`src/rtl/booth_sched.sv`:
```
// Control FSM that schedules two requesters onto one shared Booth multiplier datapath.
// It arbitrates round-robin, then sequences LOAD, N x (ADD, SHIFT) and DONE for the winner.
module booth_sched #(
    parameter int N = 3
) (
    input  logic       clk,
    input  logic       reset,
    input  logic       req0,
    input  logic       req1,
    input  logic       q0,
    input  logic       q_menos1,
    output logic       gnt0,
    output logic       gnt1,
    output logic       sel,
    output logic       done0,
    output logic       done1,
    output logic       busy,
    output logic       Carga_A,
    output logic       Carga_QM,
    output logic       Desplaza_AQ,
    output logic       Reset_A,
    output logic       Resta,
    output logic [2:0] state_dbg
);

    localparam int CW = $clog2(N + 1);

    typedef enum logic [2:0] {
        IDLE  = 3'd0,
        LOAD  = 3'd1,
        ADD   = 3'd2,
        SHIFT = 3'd3,
        DONE  = 3'd4
    } state_t;

    state_t        state, state_next;
    logic          owner, owner_next;
    logic          last, last_next;
    logic [CW-1:0] cnt, cnt_next;
    logic          winner;

    // Handshake: reqX is a level request sampled only in IDLE; gntX stays high from LOAD
    // through DONE for the owner, doneX pulses once in DONE, and req changes in between are ignored.
    always_comb begin
        winner = (req0 && req1) ? ~last : req1;
    end

    always_ff @(posedge clk) begin
        if (!reset) begin
            state <= IDLE;
            owner <= 1'b0;
            last  <= 1'b1;
            cnt   <= '0;
        end else begin
            state <= state_next;
            owner <= owner_next;
            last  <= last_next;
            cnt   <= cnt_next;
        end
    end

    always_comb begin
        state_next = state;
        owner_next = owner;
        last_next  = last;
        cnt_next   = cnt;
        case (state)
            IDLE: begin
                if (req0 || req1) begin
                    state_next = LOAD;
                    owner_next = winner;
                    last_next  = winner;
                end
            end
            LOAD: begin
                state_next = ADD;
                cnt_next   = '0;
            end
            ADD: begin
                state_next = SHIFT;
            end
            SHIFT: begin
                cnt_next   = cnt + CW'(1);
                state_next = (cnt == CW'(N - 1)) ? DONE : ADD;
            end
            DONE: begin
                state_next = IDLE;
            end
            default: begin
                state_next = IDLE;
            end
        endcase
    end

    // Outputs decode registered state only; q bits qualify the ADD strobes.
    always_comb begin
        busy        = (state != IDLE);
        gnt0        = busy && !owner;
        gnt1        = busy && owner;
        sel         = busy && owner;
        done0       = (state == DONE) && !owner;
        done1       = (state == DONE) && owner;
        Carga_QM    = (state == LOAD);
        Reset_A     = (state == LOAD);
        Carga_A     = (state == ADD) && (q0 ^ q_menos1);
        Resta       = (state == ADD) && q0 && !q_menos1;
        Desplaza_AQ = (state == SHIFT);
        state_dbg   = state;
    end

endmodule

```
`config.mk`:
```
export PLATFORM = sky130hd
export DESIGN_NAME = booth_sched
export DESIGN_NICKNAME = d
export VERILOG_FILES = /design/src/rtl/booth_sched.sv
export SDC_FILE = /design/constraint.sdc
export NUM_CORES = 1
export LEC_CHECK = 0
export ABC_CLOCK_PERIOD_IN_PS = 1400
export CAP_MARGIN = 40
export CORE_AREA = 2 2 39 41
export CTS_CLUSTER_SIZE = 12
export DETAILED_ROUTE_END_ITERATION = 8
export DIE_AREA = 0 0 41 43
export PLACE_DENSITY_LB_ADDON = 0.3
export SYNTH_ARGS = -nofsm -noshare
export SYNTH_HDL_FRONTEND = slang
export SYNTH_SLANG_ARGS = --single-unit
```
`constraint.sdc`:
```
create_clock -name clk -period 1.4 [get_ports clk]
set_input_delay 0.14 -clock clk [delete_from_list [all_inputs] [get_ports clk]]
set_output_delay 0.14 -clock clk [all_outputs]
set_load 0.01 [all_outputs]
```
==> results.md <==
* Worst IR drop on VDD at 0.000442 V
* Yosys warns at 0
* Slew headroom at 0.839
* CP Capture Type: output port
* Reg2reg start: state_dbg[1]
* Worst-path cell chain: buf_6 > nor3_4 > buf_6 > buf_6 > nor2b_4 > buf_6
* Hold buffer count at cts at 0
* Worst-Margin Slew at 0.240 ns
* IO Port Bufs at 19
* Clk slew on worst S/H paths at 0.05 ns
* PnR worst setup slack at -0.0300 ns
* Largest net degree at the start of global routing at 8
* Prevailing post-synth register cell: dfxtp_1
* Worst hold path endpoint: cnt[1]
* GRT overflow at 0
* Final period util at 1.02
* Initial Utilization at 0.294
* Path depth of the worst reg2reg path at 7
* Final setup violation count at 2
* Setup TNS at -0.0598 ns
* PwrDens at 818 nW/um2
* CTS tree: built
* Most Frequent Cell on Critical Path: buf_6
* Die Span Y at 43 um
* Skew final at 0.000319 ns
* Final min period at 1.43 ns
* Routed Wire Length at 1050 um
* Crit-path max cell delay at 0.36 ns
* DR pass1 iterations at 3
* DRC at 0
* DP Wirelength at 707 um
* Max-slew violation count at 0
* Worst skew pair latency at 0.25 ns
* Area Overhead vs Synth at 86.8%
* TritonCTS Buffers at 3
* Clock buffer depth at 2
* Crit path kind: reg -> out
* Synth area leaders: dfxtp_1 34%, nor3_1 4.9%, nand2_1 4.6%
* Cell taking the most area after synthesis: dfxtp_1
* FF-to-FF End: owner
* Die width at 41 um
* F_max at 699 MHz
* Mapped Area at 407 um2
* Placed instance count at 91
* Total Power at 0.621 mW
* Syn Nets at 55
* Hold path depth at 2
* Clock Tree Root: clkbuf_4
* CP Launch Type: register
* First-pass GRT wire length at 1620 um
* Antenna violations before repair at 0
* Vias at 457
* Register-to-Register Setup Slack at 0.03 ns
* FF+latch count, synth at 7
* RSZ-0062 raised after global routing: yes
* CP required at 1.26 ns
* Seq/Total Area, Yosys at 0.345
* Clock sinks at 7
* Area share of the largest cell type after synthesis at 0.345
* H-tree depth at 1
* Unique masters post-synth at 26
* Post-Syn Instances at 48
* Vias in the first global route at 413
* DR WL/cell at 10.4 um
* HP Start: cnt[1]
* Status: finished with violations
* Rows at 14
* DRT antenna net count at 0
* Via/cell ratio at 4.52
* Syn Area/Cell at 8.47 um2
* WP buf/inv at 4
* EDFF count, synth at 0
* Initial drt markers at 6
* Worst Path Max Fanout at 6
* Diode count at 0
* Final Hold Vio Count at 0
* Core area at 1380 um2
* Non-Filler Instances at 101
* CP delay by family, top: buffers and inverters
* Failing checks: negative setup slack
* GRT Total Usage at 0.139
* Hold crit path type: reg -> reg
* Share of layout cells above drive strength 1 at 0.459
* FFs w/ async S/R, synth at 0
* Max-cap violations at 0
* Leak Pwr at 0.381 nW
* Ports at 20
* Nets@finish at 93
* Worst EP arrival at 1.29 ns
* Placer Congestion at 0.712
* Crit path max-delay cell type: dfxtp_4
* Die area at 1760 um2
## cell usage after synthesis (2+ instances only)
master   n
a21oi_1  2
and3_1   2
buf_4    2
dfxtp_1  7
inv_1    2
nand2_1  5
nand3_1  2
nor2_1   5
nor3_1   4
## worst max path at each step
stage	from	cells past startpoint	to	slack (ns)
floorplan	state_dbg[1]	2	Resta	0.16
global placement	q0	3	Resta	-0.16
detailed placement	q0	3	Resta	-0.18
CTS	state_dbg[2]	6	gnt1	-0.02
global route	state_dbg[1]	6	gnt1	-0.08
finish	state_dbg[1]	6	gnt1	-0.03
## metal layers
| layer | GRT usage | vias to the layer above | part of all wire |
|---|---|---|---|
| li1 | - | 235 | - |
| met1 | 0.161 | 204 | 0.43 |
| met2 | 0.209 | 16 | 0.49 |
| met3 | 0.0314 | 2 | 0.063 |
| met4 | 0.100 | 0 | 0.0085 |
| met5 | 0 | - | 0 |
## flip-flops by register name, indices dropped and copies added, names as in the netlist
name	flops
last	1
state_dbg	3
owner	1
cnt	2
## placed cells by master (no fill, tap or decap), drive strengths merged
cell	n
a21boi	2
a21oi	2
a41o	1
and2	1
and2b	1
and3	3
buf	21
clkbuf	8
clkdlybuf4s15	1
clkdlybuf4s50	5
dfxtp	7
dlygate4sd2	4
dlymetal6s2s	1
ha	1
inv	2
nand2	5
nand2b	3
nand3	2
nor2	5
nor2b	1
nor3	5
nor4b	1
o21ai	1
or3b	1
xnor2	1
## metrics by stage
step | worst slack (ns) | cell area (um2) | hold WS (ns) | util
2_1_floorplan | 0.161 | 407 | 0.220 | -
4_1_cts | -0.0209 | 723 | 0.456 | 0.523
5_1_grt | -0.0786 | 759 | 0.496 | 0.549
6_report | -0.0300 | 759 | 0.453 | 0.549
3_3_place_gp | -0.161 | 673 | 0.448 | 0.486
3_5_place_dp | -0.176 | 673 | 0.448 | 0.486
## worst register-to-register path: stages (launching register included)
cell     delay [ns]
dfxtp_4        0.36
buf_6          0.12
nor3_4         0.18
buf_6          0.13
buf_6          0.09
buf_4          0.11
a21oi_1        0.06
a41o_1         0.20
## layout make-up
cell class,instances,area (um2)
Clock buffer,4,26.3
Sequential cell,7,149
Multi-Input combinational cell,36,254
Timing Repair Buffer,36,303
Tap cell,16,20.0
Fill cell,140,624
Inverter,2,7.51
## logic make-up (layout without fill, tap and decap cells)
logic type | Yosys count | count (layout) | synth area share
AND/OR/NAND/NOR | 28 | 28 | 0.422
flip-flops | 7 | 7 | 0.345
AO/OA/AOI/OAI | 6 | 6 | 0.0985
buffers and inverters | 5 | 42 | 0.0831
adder cells (fa/ha/maj) | 1 | 1 | 0.0308
XOR/XNOR | 1 | 1 | 0.0215
## what timing repair did
item,in CTS,in global routing
endpoints found under the setup margin,14,12
buffers inserted,4,2
resized for setup,36,16
pin swaps,1,1
## power by group
| group | switching, mW | total (mW) | leakage [nW] | internal, mW |
|---|---|---|---|---|
| Clock | 0.0777 | 0.187 | 0.0150 | 0.109 |
| Sequential | 0.0153 | 0.227 | 0.0591 | 0.212 |
| Combinational | 0.0827 | 0.207 | 0.307 | 0.125 |
(Power assumes the default switching activity.)
==> RTL change: new RTL, same flow settings <==
Change the parameter `N` from 3 to 2.
--- a/src/rtl/booth_sched.sv
+++ b/src/rtl/booth_sched.sv
@@ -1,7 +1,7 @@
 // Control FSM that schedules two requesters onto one shared Booth multiplier datapath.
 // It arbitrates round-robin, then sequences LOAD, N x (ADD, SHIFT) and DONE for the winner.
 module booth_sched #(
-    parameter int N = 3
+    parameter int N = 2
 ) (
     input  logic       clk,
     input  logic       reset,
Formal check against the unedited RTL: not equivalent (Yosys sat finds a counterexample within 10 cycles, from zero or initial values and one cycle with reset low).
==> RTL change against the unedited design <==
Worst setup slack better by 30 ps. Worst hold slack got worse by 7.2 ps. Total power fell by 4.3%. Sequential cell count stayed put. Final area fell by 7.4%. Critical path depth shrank 1. Largest cell class is now multi-input combinational cells. Routed wire length is 7.2% higher. Clock power is 3% lower. Area after synthesis is 0.62% higher.
==> RTL change: results (changes against the unedited design) <==
run_status:
  status: "complete, no violations"  # was finished, violations left
yosys:
  synth_top_area_share_pct: 34.3  # was 34.5%
  synth_common_cells: "7 x dfxtp_1, 5 x nand2_1, 5 x nor2_1"  # unchanged
  ys_types: 27  # was 26
  ys_warn_count: 0  # unchanged
  syn-num-nets: 55  # unchanged
  synth_flop_cell: "dfxtp_1"  # unchanged
  synth.area.top_cells: "dfxtp_1 34%, nor3_1 4.9%, nand2_1 4.6%, nor2_1 4.6%, nor3_4 4.0%"  # unchanged
  synth_seq_area_share_pct: 34.3  # was 34.5%
power_and_ir_drop:
  peakVddDrop_uv: 602  # was 442 uV
  p_leak_nw: 0.363  # was 0.381 nW
place:
  dp_hpwl_um: 751  # was 707 um
  post-place-ws_ps: -184  # was -176 ps
  routabilityCongestion: 0.701  # was 0.712
  post_dp_cell_area_sq_um: 668  # was 673 sq um
final_layout:
  fillCellCount: 136  # was 140
  nets: 89  # was 93
  drive_gt1_share_pct: 44.4  # was 45.9%
critical_path:
  r2r.worst_path.cells: 6  # was 7
  r2r_slack_ps: 80  # was 30 ps
  crit_arrival_ps: 1260  # was 1290 ps
  endpoint: "sel"  # was gnt1
route:
  drt_iter0_drc: 2  # was 6
  dr.pass1.iters: 4  # was 3
  wl_per_cell_um: 11.6  # was 10.4 um
  vias: 458  # was 457
clock_tree:
  numCtsBuffers: 3  # unchanged
global_route:
  grt_start_max_net_pins: 9  # was 8
  grt_usage_pct: 15.0  # was 13.9%
  grt_pass1_vias: 417  # was 413
  grt_pass1_wl_um: 1740  # was 1620 um
timing:
  fin_skew_ps: 6.16  # was 0.319 ps
  max_freq_ghz: 0.715  # was 0.699 GHz
## RTL change: cell count changes after synthesis
cell | unedited run | this run
nand3_1 | 2 | 1
nand3b_1 | 0 | 1
## RTL change: cell type report
| cell class | count | area, sq um | area share [%] |
|---|---|---|---|
| timing repair buffer | 32 | 249 | 35.4 |
| inverter | 2 | 7.51 | 1.07 |
| clock buffer | 4 | 26.3 | 3.74 |
| tap | 16 | 20.0 | 2.85 |
| sequential | 7 | 149 | 21.2 |
| multi-input combinational | 36 | 251 | 35.8 |
## RTL change: layer usage
layer	vias up	share of wire [%]	track usage [%]
li1	231	-	-
met1	210	39	17.5
met2	15	53	21.3
met3	2	5.7	7.85
met4	0	1.9	8.00
met5	-	0	0
## RTL change: worst reg2reg max path, cell delays in order, from the launching register on
cell	delay [ps]
dfxtp_4	370
buf_6	120
nor3_4	190
buf_4	150
buf_4	120
a21oi_1	60
a41o_1	190
## RTL change: through the flow
step	std cells	utilization, %
CTS	96	50.1
floorplan	48	-
finish	97	50.8
detailed placement	90	48.3
global route	97	50.8
global placement	90	48.3
## RTL change: where the power goes
| part | total, mW | internal (mW) | switching, mW | leakage (nW) |
|---|---|---|---|---|
| sequential | 0.234 | 0.212 | 0.0219 | 0.0591 |
| combinational | 0.179 | 0.104 | 0.0746 | 0.289 |
| clock | 0.182 | 0.109 | 0.0729 | 0.0150 |
| total | 0.595 | 0.425 | 0.169 | 0.363 |
## RTL change: timing repair
action	in CTS	in global routing
setup buffers	2	2
endpoints found under the setup margin	14	13
pin swaps	1	2
resized for setup	33	15
## RTL change: cell families after synthesis
kind of cell             synth area share [%]
XOR/XNOR                                 2.14
buffers and inverters                    8.26
flip-flops                               34.2
adder cells (fa/ha/maj)                  3.06
AND/OR/NAND/NOR                          42.5
AO/OA/AOI/OAI                            9.79
## RTL change: how the worst min path moves through the flow
stage	start	cells after the start	slack, ps	endpoint
2_1_floorplan	reset	1	220	last
3_3_place_gp	cnt[1]	2	440	cnt[1]
3_5_place_dp	cnt[1]	2	440	cnt[1]
4_1_cts	cnt[1]	2	450	cnt[1]
5_1_grt	cnt[1]	2	500	cnt[1]
6_report	cnt[1]	2	450	cnt[1]
